**config.mk**
```make
export PLATFORM = sky130hd
export DESIGN_NAME = tone_sequencer_flat
export DESIGN_NICKNAME = d
export VERILOG_FILES = /design/src/rtl/tone_sequencer_if.sv /design/src/rtl/tone_sequencer.sv /design/src/flat_wrapper.sv
export SDC_FILE = /design/constraint.sdc
export NUM_CORES = 1
export LEC_CHECK = 0
export ABC_CLOCK_PERIOD_IN_PS = 11200
export BUFFER_PORTS_ARGS = -buffer_cell sky130_fd_sc_hd__buf_2
export CAP_MARGIN = 10
export CORE_MARGIN = 10
export CORE_UTILIZATION = 45
export DETAILED_ROUTE_END_ITERATION = 10
export PLACE_DENSITY = 0.7
export SLEW_MARGIN = 20
export SYNTH_ARGS = -nofsm -noshare
export SYNTH_HDL_FRONTEND = slang
export SYNTH_SLANG_ARGS = --single-unit
export TNS_END_PERCENT = 20
```
**constraint.sdc**
```tcl
create_clock -name clk -period 11.2 [get_ports clk]
set_input_delay 2.24 -clock clk [delete_from_list [all_inputs] [get_ports clk]]
set_output_delay 2.24 -clock clk [all_outputs]
set_load 0.05 [all_outputs]
```
**src/rtl/tone_sequencer_if.sv**
```systemverilog
// Command/status bundle between the tone sequencer and its controller.
interface tone_sequencer_if #(
  parameter int DEPTH = 16
);
  localparam int CW = $clog2(DEPTH + 1);
  localparam int IW = $clog2(DEPTH);

  logic [3:0]    btn_stable;
  logic          rec_start;
  logic          play_start;
  logic          stop;
  logic [31:0]   freq_div;
  logic [1:0]    state;
  logic [CW-1:0] rec_count;
  logic [IW-1:0] play_idx;
  logic          overflow;
  logic          done;

  modport master (
    output btn_stable, rec_start, play_start, stop,
    input  freq_div, state, rec_count, play_idx, overflow, done
  );

  modport slave (
    input  btn_stable, rec_start, play_start, stop,
    output freq_div, state, rec_count, play_idx, overflow, done
  );
endinterface

```
**src/rtl/tone_sequencer.sv**
```systemverilog
// Record/playback controller owning the half-period divisor for the tone generator.
//
// state     | meaning
// ----------+-----------------------------------------------------------
// IDLE  (0) | live keys drive freq_div, waits for rec/play commands
// REC   (1) | live keys drive freq_div, each new press is stored
// NOTE  (2) | plays buffer[play_idx] for NOTE_CYC cycles
// GAP   (3) | silence for GAP_CYC cycles, then next note or finish
module tone_sequencer #(
  parameter int          CLK_HZ  = 25_000_000,
  parameter int          NOTE_MS = 250,
  parameter int          GAP_MS  = 50,
  parameter int          DEPTH   = 16,
  parameter logic [31:0] DIV_DO  = 32'd23860,
  parameter logic [31:0] DIV_RE  = 32'd21302,
  parameter logic [31:0] DIV_MI  = 32'd18977,
  parameter logic [31:0] DIV_FA  = 32'd17906
) (
  input logic             clk,
  input logic             rst_n,
  tone_sequencer_if.slave bus
);
  localparam int NOTE_CYC = (CLK_HZ / 1000) * NOTE_MS;
  localparam int GAP_RAW  = (CLK_HZ / 1000) * GAP_MS;
  localparam int GAP_CYC  = (GAP_RAW == 0) ? 1 : GAP_RAW;
  localparam int TMR_MAX  = (NOTE_CYC > GAP_CYC) ? NOTE_CYC : GAP_CYC;
  localparam int TW       = $clog2(TMR_MAX + 1);
  localparam int CW       = $clog2(DEPTH + 1);
  localparam int IW       = $clog2(DEPTH);

  localparam logic [1:0] S_IDLE = 2'd0;
  localparam logic [1:0] S_REC  = 2'd1;
  localparam logic [1:0] S_NOTE = 2'd2;
  localparam logic [1:0] S_GAP  = 2'd3;

  logic [1:0]    state_q, state_d;
  logic [TW-1:0] tmr_q, tmr_d;
  logic [CW-1:0] cnt_q, cnt_d;
  logic [IW-1:0] idx_q, idx_d;
  logic          ovf_q, ovf_d;
  logic          done_q, done_d;
  logic [31:0]   freq_q, freq_d;
  logic [3:0]    btn_prev_q;
  logic [1:0]    mem_q [DEPTH];
  logic [3:0]    new_keys;
  logic          wr_en;

  function automatic logic [1:0] low_code(input logic [3:0] b);
    if (b[0])      return 2'd0;
    else if (b[1]) return 2'd1;
    else if (b[2]) return 2'd2;
    else           return 2'd3;
  endfunction

  function automatic logic [31:0] div_of(input logic [1:0] code);
    case (code)
      2'd0:    return DIV_DO;
      2'd1:    return DIV_RE;
      2'd2:    return DIV_MI;
      default: return DIV_FA;
    endcase
  endfunction

  assign new_keys = bus.btn_stable & ~btn_prev_q;

  // Next-state, command arbitration (stop > rec_start > play_start) and timer.
  always_comb begin
    state_d = state_q;
    tmr_d   = tmr_q;
    cnt_d   = cnt_q;
    idx_d   = idx_q;
    ovf_d   = ovf_q;
    done_d  = 1'b0;
    wr_en   = 1'b0;
    case (state_q)
      S_IDLE: begin
        if (bus.stop) begin
          state_d = S_IDLE;
        end else if (bus.rec_start) begin
          cnt_d   = '0;
          ovf_d   = 1'b0;
          state_d = S_REC;
        end else if (bus.play_start) begin
          if (cnt_q != '0) begin
            idx_d   = '0;
            tmr_d   = TW'(NOTE_CYC - 1);
            state_d = S_NOTE;
          end else begin
            done_d = 1'b1;
          end
        end
      end
      S_REC: begin
        if (bus.stop) begin
          state_d = S_IDLE;
        end else if (bus.rec_start) begin
          cnt_d = '0;
          ovf_d = 1'b0;
        end else if (new_keys != 4'd0) begin
          if (cnt_q == CW'(DEPTH)) begin
            ovf_d = 1'b1;
          end else begin
            wr_en = 1'b1;
            cnt_d = cnt_q + CW'(1);
          end
        end
      end
      S_NOTE: begin
        if (bus.stop) begin
          state_d = S_IDLE;
        end else if (tmr_q == '0) begin
          tmr_d   = TW'(GAP_CYC - 1);
          state_d = S_GAP;
        end else begin
          tmr_d = tmr_q - TW'(1);
        end
      end
      default: begin
        if (bus.stop) begin
          state_d = S_IDLE;
        end else if (tmr_q == '0) begin
          if (CW'(idx_q) == cnt_q - CW'(1)) begin
            done_d  = 1'b1;
            state_d = S_IDLE;
          end else begin
            idx_d   = idx_q + IW'(1);
            tmr_d   = TW'(NOTE_CYC - 1);
            state_d = S_NOTE;
          end
        end else begin
          tmr_d = tmr_q - TW'(1);
        end
      end
    endcase
  end

  // Divisor follows the next state so it lines up with the state register.
  always_comb begin
    freq_d = 32'd0;
    case (state_d)
      S_IDLE, S_REC: freq_d = (bus.btn_stable == 4'd0) ? 32'd0 : div_of(low_code(bus.btn_stable));
      S_NOTE:        freq_d = div_of(mem_q[idx_d]);
      default:       freq_d = 32'd0;
    endcase
  end

  // Control and output registers.
  always_ff @(posedge clk or negedge rst_n) begin
    if (!rst_n) begin
      state_q    <= S_IDLE;
      tmr_q      <= '0;
      cnt_q      <= '0;
      idx_q      <= '0;
      ovf_q      <= 1'b0;
      done_q     <= 1'b0;
      freq_q     <= 32'd0;
      btn_prev_q <= 4'd0;
    end else begin
      state_q    <= state_d;
      tmr_q      <= tmr_d;
      cnt_q      <= cnt_d;
      idx_q      <= idx_d;
      ovf_q      <= ovf_d;
      done_q     <= done_d;
      freq_q     <= freq_d;
      btn_prev_q <= bus.btn_stable;
    end
  end

  // Melody storage; not reset, rec_count alone marks valid entries.
  always_ff @(posedge clk) begin
    if (wr_en) mem_q[cnt_q[IW-1:0]] <= low_code(new_keys);
  end

  assign bus.freq_div  = freq_q;
  assign bus.state     = state_q;
  assign bus.rec_count = cnt_q;
  assign bus.play_idx  = idx_q;
  assign bus.overflow  = ovf_q;
  assign bus.done      = done_q;
endmodule

```
**src/flat_wrapper.sv**
```systemverilog
// flat-port wrapper written by rule: the top's interface ports become plain ports
module tone_sequencer_flat 
#(
  parameter int          CLK_HZ  = 25_000_000,
  parameter int          NOTE_MS = 250,
  parameter int          GAP_MS  = 50,
  parameter int          DEPTH   = 16,
  parameter logic [31:0] DIV_DO  = 32'd23860,
  parameter logic [31:0] DIV_RE  = 32'd21302,
  parameter logic [31:0] DIV_MI  = 32'd18977,
  parameter logic [31:0] DIV_FA  = 32'd17906
)
  (clk, rst_n, bus_btn_stable, bus_rec_start, bus_play_start, bus_stop, bus_freq_div, bus_state, bus_rec_count, bus_play_idx, bus_overflow, bus_done);
  tone_sequencer_if #(.DEPTH(DEPTH)) bus_i ();
  input logic clk;
  input logic rst_n;
  input wire logic [$bits(bus_i.btn_stable)-1:0] bus_btn_stable;
  input wire logic [$bits(bus_i.rec_start)-1:0] bus_rec_start;
  input wire logic [$bits(bus_i.play_start)-1:0] bus_play_start;
  input wire logic [$bits(bus_i.stop)-1:0] bus_stop;
  output wire logic [$bits(bus_i.freq_div)-1:0] bus_freq_div;
  output wire logic [$bits(bus_i.state)-1:0] bus_state;
  output wire logic [$bits(bus_i.rec_count)-1:0] bus_rec_count;
  output wire logic [$bits(bus_i.play_idx)-1:0] bus_play_idx;
  output wire logic [$bits(bus_i.overflow)-1:0] bus_overflow;
  output wire logic [$bits(bus_i.done)-1:0] bus_done;
  assign bus_i.btn_stable = bus_btn_stable;
  assign bus_i.rec_start = bus_rec_start;
  assign bus_i.play_start = bus_play_start;
  assign bus_i.stop = bus_stop;
  assign bus_freq_div = bus_i.freq_div;
  assign bus_state = bus_i.state;
  assign bus_rec_count = bus_i.rec_count;
  assign bus_play_idx = bus_i.play_idx;
  assign bus_overflow = bus_i.overflow;
  assign bus_done = bus_i.done;
  tone_sequencer #(.CLK_HZ(CLK_HZ), .NOTE_MS(NOTE_MS), .GAP_MS(GAP_MS), .DEPTH(DEPTH), .DIV_DO(DIV_DO), .DIV_RE(DIV_RE), .DIV_MI(DIV_MI), .DIV_FA(DIV_FA)) u_core (.clk(clk), .rst_n(rst_n), .bus(bus_i));
endmodule
```
==> flow_metrics.py, run 1 <==
metrics = {
    "status": {
        "outcome": "completed",
    },
    "yosys": {
        "synth_most_common_cell": "nor2_1",
        "ys_warn_count": 0,
        "synth_seq_cells": 81,
        "ys_async_sr_fraction": 0.605,
        "post_synth.cell_area_avg_um2": 10.1,
        "synth_edf_count": 32,
        "synth_ff_type": "dfrtp_1",
        "synthTopCellsByArea": "dfrtp_1 (26%), edfxtp_1 (20%), ha_1 (4.8%)",
        "synthCells": 468,
        "yosysUniqueCellTypes": 76,
        "yosys-top-cells-count": "nor2_1 (58), dfrtp_1 (49), a21oi_1 (34)",
        "synth_top_area_frac": 0.260,
        "ys_seq_area_frac": 0.464,
        "netlist_area_um2": 4710,
        "yosys.area.top_type": "dfrtp_1",
    },
    "route": {
        "drc": 0,
        "wl_per_cell_um": 16.3,
        "vias": 3565,
        "viasPerCell": 5.59,
        "drt_iter0_markers": 262,
        "final_antenna_net_count": 0,
        "first_pass_iters": 4,
        "routed_wl_um": 10400,
    },
    "floorplanning": {
        "io_pins": 54,
        "fp.dieH_um": 122,
        "initial_utilization": 0.459,
        "die_w_um": 122,
        "row_count": 37,
        "dieArea_um2": 15000,
        "core-area_um2": 10300,
    },
    "global_route": {
        "grt_pass1_wl_um": 17200,
        "overflow": 0,
        "grt_pass1_vias": 3466,
        "antenna_found_initial": 1,
        "grt_max_degree": 50,
        "grtUsageTotal": 0.141,
    },
    "cts": {
        "cts_sinks": 81,
        "cts_root_buf": "clkbuf_8",
        "insertion_delay_ns": 0.36,
        "hold_buffers": 0,
        "cts_max_level": 3,
        "cts_setup_buffers": 0,
        "cts-resized-gates": 0,
        "cts_buffer_depth": 2,
        "cts_made_buffers": 9,
        "cts_tree": "yes",
        "clk_pin_slew_ns": 0.09,
    },
    "critical_path": {
        "worst_r2r_path_depth": 15,
        "arrival_ns": 5.04,
        "end_kind": "register",
        "reg2reg_to": "u_core.bus.freq_div[12]$_DFF_PN0_",
        "slowest_delay_ns": 0.46,
        "critical-path-slowest-cell": "o41a_1",
        "path_class": "primary input to register",
        "path_buf_inv": 2,
        "crit_chain": "buf_2, o41a_1, o21a_1, a21boi_2, nor2_4, inv_2, o211ai_1, nand3_1, a22o_1, mux2_2, ha_1, nor2_1, nand2_1, o22ai_1",
        "crit_family": "compound AO/OA/AOI/OAI gates",
        "ff2ff_setup_slack_ns": 7.08,
        "reg2reg_from": "u_core.tmr_q[0]$_DFFE_PN0P_",
        "cp_max_fo": 11,
        "required_ns": 11.48,
        "crit_path_start_kind": "primary input",
    },
    "hold_path": {
        "hold_path_end": "u_core.bus.overflow$_DFFE_PN0P_",
        "min_from": "u_core.bus.overflow$_DFFE_PN0P_",
        "whs_path_depth": 2,
        "hp-class": "register to register",
    },
    "layout": {
        "finish.utilization": 0.495,
        "nNetsFinal": 524,
        "diodes": 0,
        "areaGrowthSynthToFinish_pct": 8.04,
        "layout-drive-gt1-share": 0.161,
    },
    "power": {
        "p_per_area_nw_per_um2": 127,
        "p_int_mw": 0.448,
        "sw_frac_of_total": 0.308,
        "leakage_nw": 2.10,
        "peakVddDrop_mv": 0.0680,
        "power_frac_seq": 0.527,
        "share_comb_of_total_power": 0.154,
        "clock_power_share": 0.319,
        "switching_power_mw": 0.200,
    },
    "timing": {
        "final_hold_viol_count": 0,
        "finalCritPeriodShare": 0.425,
        "fin_setup_tns_ns": 0,
        "setup-violations-final": 0,
        "max-slew-margin-rel": 0.419,
        "drv_slew": 0,
        "fin_hold_ws_ns": 0.505,
        "max_freq_mhz": 210,
        "fin_crit_ns": 4.76,
        "tightest_slew_ns": 0.865,
        "rsz0062_at_grt": "no",
        "finClkSkew_ns": 0.00742,
    },
    "placed_design": {
        "dp.final_hpwl_um": 7720,
        "port_buffers": 34,
        "gp_congestion": 0.882,
    },
    "flow_run": {
        "drv_cap": 0,
    },
}
kinds of logic after synthesis:
| kind of cell | Yosys count | share of synthesized area |
|---|---|---|
| adder cells (fa/ha/maj) | 18 | 0.0478 |
| AND/OR/NAND/NOR | 175 | 0.193 |
| buffers and inverters | 56 | 0.0685 |
| XOR/XNOR | 13 | 0.0242 |
| flip-flops | 81 | 0.464 |
| AO/OA/AOI/OAI | 98 | 0.141 |
| multiplexers | 26 | 0.0605 |
| other | 1 | 0.000796 |
sequential cells by signal (all words and copies together) (netlist names):
register              cells
u_core.mem_q             32
u_core.tmr_q             23
u_core.bus.freq_div       9
u_core.bus.rec_count      5
u_core.btn_prev_q         4
u_core.bus.play_idx       4
u_core.bus.state          2
u_core.bus.done           1
u_core.bus.overflow       1
routing by layer:
layer	up-vias	global-route usage	wire (µm)
li1	1707	-	-
met1	1734	0.191	4910
met2	108	0.215	4500
met3	14	0.0422	868
met4	2	0.0427	116
met5	-	0	13
through the flow:
step	cells	cell area [µm²]	setup WS, ns	power (mW)
final	638	5090	6.44	0.648
after global routing	638	5090	6.23	0.683
after CTS	638	5090	6.46	0.653
after detailed placement	622	4890	6.09	0.447
after global placement	622	4890	6.13	0.444
after floorplan	486	4780	6.33	0.427
power by group through the flow:
stage	Sequential (mW)	Combinational (mW)	Clock [mW]
finish	0.341	0.0997	0.207
global route	0.344	0.111	0.227
CTS	0.341	0.0998	0.212
detailed placement	0.347	0.0994	0
global placement	0.346	0.0976	0
floorplan	0.357	0.0697	0
cell type report:
type | count | area, µm²
clock buffers | 10 | 149
clock inverters | 6 | 45.0
fillers | 959 | 5180
inverters | 19 | 71.3
multi-input cells | 349 | 2280
flip-flops and latches | 81 | 2190
well taps | 136 | 170
repair buffers | 37 | 193
worst max-delay path by stage:
stage,slack (ns),start,end,depth (start not counted)
finish,6.44,bus_stop,u_core.bus.freq_div[12]$_DFF_PN0_,14
global route,6.23,bus_stop,u_core.bus.freq_div[12]$_DFF_PN0_,14
CTS,6.46,bus_stop,u_core.bus.freq_div[12]$_DFF_PN0_,14
detailed placement,6.09,bus_stop,u_core.bus.freq_div[12]$_DFF_PN0_,14
global placement,6.13,bus_stop,u_core.bus.freq_div[12]$_DFF_PN0_,14
floorplan,6.33,bus_stop,u_core.bus.freq_div[12]$_DFF_PN0_,15
cell usage in the layout, fill, tap and decap left out, types with 3 or more instances in the layout:
| cell type | count |
|---|---|
| nor2_1 | 58 |
| dfrtp_1 | 49 |
| buf_2 | 34 |
| a21oi_1 | 33 |
| edfxtp_1 | 32 |
| nand2_1 | 29 |
| conb_1 | 19 |
| mux2i_1 | 18 |
| ha_1 | 18 |
| inv_1 | 17 |
| nand3_1 | 16 |
| nor3_1 | 14 |
| o21ai_0 | 12 |
| clkbuf_8 | 9 |
| nand2b_1 | 8 |
| xnor2_1 | 7 |
| nor4_1 | 7 |
| xor2_1 | 6 |
| o211ai_1 | 6 |
| nor2b_1 | 6 |
| or3_1 | 6 |
| mux2_2 | 5 |
| o21ai_1 | 5 |
| a31oi_1 | 5 |
| a22o_1 | 4 |
| o22ai_1 | 4 |
| and2_1 | 3 |
| nand4_1 | 3 |
| and3_1 | 3 |
| o31ai_1 | 3 |
| buf_4 | 3 |
worst min-delay path, stage by stage, from the launching register on:
cell and delay, ns:
dfrtp_1 0.35, a21oi_1 0.04, nor2_1 0.07
Note: power is estimated with default switching activity, not from simulation.
==> run 2: changes to the inputs <==
--- a/config.mk
+++ b/config.mk
@@ -5,7 +5,8 @@
 export SDC_FILE = /design/constraint.sdc
 export NUM_CORES = 1
 export LEC_CHECK = 0
-export ABC_CLOCK_PERIOD_IN_PS = 11200
+export ABC_AREA = 1
+export ABC_CLOCK_PERIOD_IN_PS = 4500
 export BUFFER_PORTS_ARGS = -buffer_cell sky130_fd_sc_hd__buf_2
 export CAP_MARGIN = 10
 export CORE_MARGIN = 10
==> constraint.sdc (replaced) <==
create_clock -name clk -period 4.5 [get_ports clk]
set_input_delay 0.9 -clock clk [delete_from_list [all_inputs] [get_ports clk]]
set_output_delay 0.9 -clock clk [all_outputs]
set_load 0.05 [all_outputs]
==> run 2 against run 1 <==
Core utilization grew 0.58 points. Critical path depth up 6. Global-route usage hardly changed. Power rose to 3.1 times the previous value. Clock-buffer cell count decreased by 1. Synthesized cell count rose by 19%. Worst hold slack worse by 0.010 ns. Clock skew increased by 0.0027 ns.
==> flow_metrics.py, run 2 <==
metrics = {
    "cts": {
        "cts_buffer_depth": 2,
        "cts_setup_buffers": 0,
        "cts_sinks": 81,
        "cts-resized-gates": 0,
        "clk_pin_slew_ns": 0.10,
        "cts_made_buffers": 9,
        "hold_buffers": 0,
        "cts_root_buf": "clkbuf_8",
        "cts_max_level": 3,
        "cts_tree": "yes",
        "insertion_delay_ns": 0.36,
    },
    "status": {
        "outcome": "completed",
    },
    "layout": {
        "layout_commonest_cell": "nand2_1",
        "areaGrowthSynthToFinish_pct": 8.94,
        "largest_register_ff_count": 32,
        "nNetsFinal": 622,
        "layout-drive-gt1-share": 0.155,
        "layout_common_cells": "nand2_1 (112), inv_1 (77), nor2_1 (60), nand3_1 (56), dfrtp_1 (49)",
        "diodes": 0,
    },
    "yosys": {
        "post_synth.cell_area_avg_um2": 8.48,
        "synth_edf_count": 32,
        "synth_seq_cells": 81,
        "synth_most_common_cell": "nand2_1",
        "ys_seq_area_frac": 0.462,
        "ys_warn_count": 0,
        "yosysUniqueCellTypes": 49,
        "synthTopCellsByArea": "dfrtp_1 (26%), edfxtp_1 (20%), nand2_1 (8.9%)",
        "yosys-top-cells-count": "nand2_1 (112), inv_1 (77), nor2_1 (60)",
        "synth_ff_type": "dfrtp_1",
        "ys_async_sr_fraction": 0.605,
        "synth_top_area_frac": 0.259,
        "synthCells": 558,
        "netlist_area_um2": 4730,
        "yosys.area.top_type": "dfrtp_1",
    },
    "route": {
        "drc": 0,
        "drt_iter0_markers": 246,
        "first_pass_iters": 4,
        "wl_per_cell_um": 14.1,
        "viasPerCell": 4.97,
        "routed_wl_um": 10400,
        "final_antenna_net_count": 0,
        "vias": 3655,
    },
    "placed_design": {
        "dp.final_hpwl_um": 7990,
        "port_buffers": 34,
        "gp_congestion": 0.855,
    },
    "power": {
        "peakVddDrop_mv": 0.189,
        "leakage_nw": 2.40,
        "finalPower_mw": 2.03,
        "p_per_area_nw_per_um2": 393,
    },
    "global_route": {
        "overflow": 0,
        "grt_pass1_wl_um": 16900,
        "grt_pass1_vias": 3422,
        "antenna_found_initial": 0,
        "grt_max_degree": 50,
        "grtUsageTotal": 0.142,
    },
    "critical_path": {
        "arrival_ns": 3.37,
        "ff2ff_setup_slack_ns": 1.39,
        "end_kind": "register",
        "crit_path_start_kind": "register",
        "required_ns": 4.76,
        "cp_max_fo": 17,
        "path_class": "register to register",
    },
    "timing": {
        "drv_slew": 0,
        "rsz0062_at_grt": "no",
        "setup-violations-final": 0,
        "finalCritPeriodShare": 0.690,
        "fin_crit_ns": 3.11,
        "finClkSkew_ns": 0.0101,
        "fin_setup_tns_ns": 0,
        "max_freq_mhz": 322,
        "tightest_slew_ns": 0.650,
        "final_hold_viol_count": 0,
        "max-slew-margin-rel": 0.567,
    },
    "floorplanning": {
        "die_w_um": 123,
        "initial_utilization": 0.460,
        "core-area_um2": 10300,
        "fp.dieH_um": 123,
        "io_pins": 54,
        "row_count": 37,
        "dieArea_um2": 15000,
    },
    "hold_path": {
        "hp-class": "register to register",
    },
    "flow_run": {
        "drv_cap": 0,
    },
}
-- run 2: final cells by class --
type | count | area, µm²
fillers | 980 | 5120
flip-flops and latches | 81 | 2190
multi-input cells | 384 | 2090
inverters | 84 | 318
repair buffers | 35 | 178
well taps | 136 | 170
clock buffers | 9 | 124
clock inverters | 7 | 85.1
-- run 2: path summary, 6_finish.rpt --
kind                                                      from                           endpoint  depth (start not counted)
max in group asynchronous                                rst_n   u_core.bus.freq_div[7]$_DFF_PN0_                          2
max reg2reg                u_core.bus.rec_count[0]$_DFFE_PN0P_  u_core.bus.freq_div[12]$_DFF_PN0_                         20
min reg2reg                       u_core.tmr_q[13]$_DFFE_PN0P_       u_core.tmr_q[13]$_DFFE_PN0P_                          1
min                               u_core.tmr_q[13]$_DFFE_PN0P_       u_core.tmr_q[13]$_DFFE_PN0P_                          1
max                        u_core.bus.rec_count[0]$_DFFE_PN0P_  u_core.bus.freq_div[12]$_DFF_PN0_                         20
min in group asynchronous                                rst_n        u_core.tmr_q[5]$_DFFE_PN0P_                          2
-- run 2: stage by stage --
step | setup WS, ns | instances | utilization | hold slack, ns | area, µm²
final | 1.39 | 736 | 0.501 | 0.495 | 5150
after global routing | 1.07 | 736 | 0.501 | 0.528 | 5150
after CTS | 1.39 | 736 | 0.501 | 0.501 | 5150
after detailed placement | 1.35 | 720 | 0.481 | 0.490 | 4940
after global placement | 1.40 | 720 | 0.481 | 0.477 | 4940
after floorplan | 1.43 | 576 | - | 0.459 | 4800
-- run 2: power by group --
group | internal (mW) | switching, mW | total, mW | leakage [nW]
clock | 0.268 | 0.303 | 0.571 | 0.100
combinational | 0.143 | 0.358 | 0.502 | 1.43
sequential | 0.863 | 0.0913 | 0.954 | 0.869
total | 1.27 | 0.753 | 2.03 | 2.40
-- run 2: logic make-up after synthesis --
group                      count (synthesis)  share of synthesized area
xor gates and xnor gates                   2                    0.00370
AOI/OAI and AO/OA                         60                     0.0775
other                                      1                   0.000793
and+or+nand+nor                          285                      0.298
adders and majority gates                 18                     0.0476
DFF                                       81                      0.462
buffers and inverters                    111                      0.110
-- run 2: worst max-delay path, cell delays in order, from the launching register on --
cell	delay [ns]
dfrtp_1	0.51
inv_1	0.15
ha_1	0.36
nand2_1	0.08
inv_1	0.04
nor2_1	0.07
nand3_1	0.07
nor2_1	0.12
nand2_2	0.16
nand2_4	0.14
nand2_8	0.08
nand2_8	0.13
inv_2	0.10
nand2_1	0.08
nand3_1	0.07
nand3_1	0.09
nand3_1	0.07
nand2_1	0.12
inv_1	0.08
ha_1	0.20
o32ai_1	0.29
-- run 2: metal layers --
layer	up-vias	GRT usage	wire length [µm]
li1	1850	-	-
met1	1716	0.173	4600
met2	74	0.237	5030
met3	15	0.0381	547
met4	0	0.0515	171
met5	-	0	0
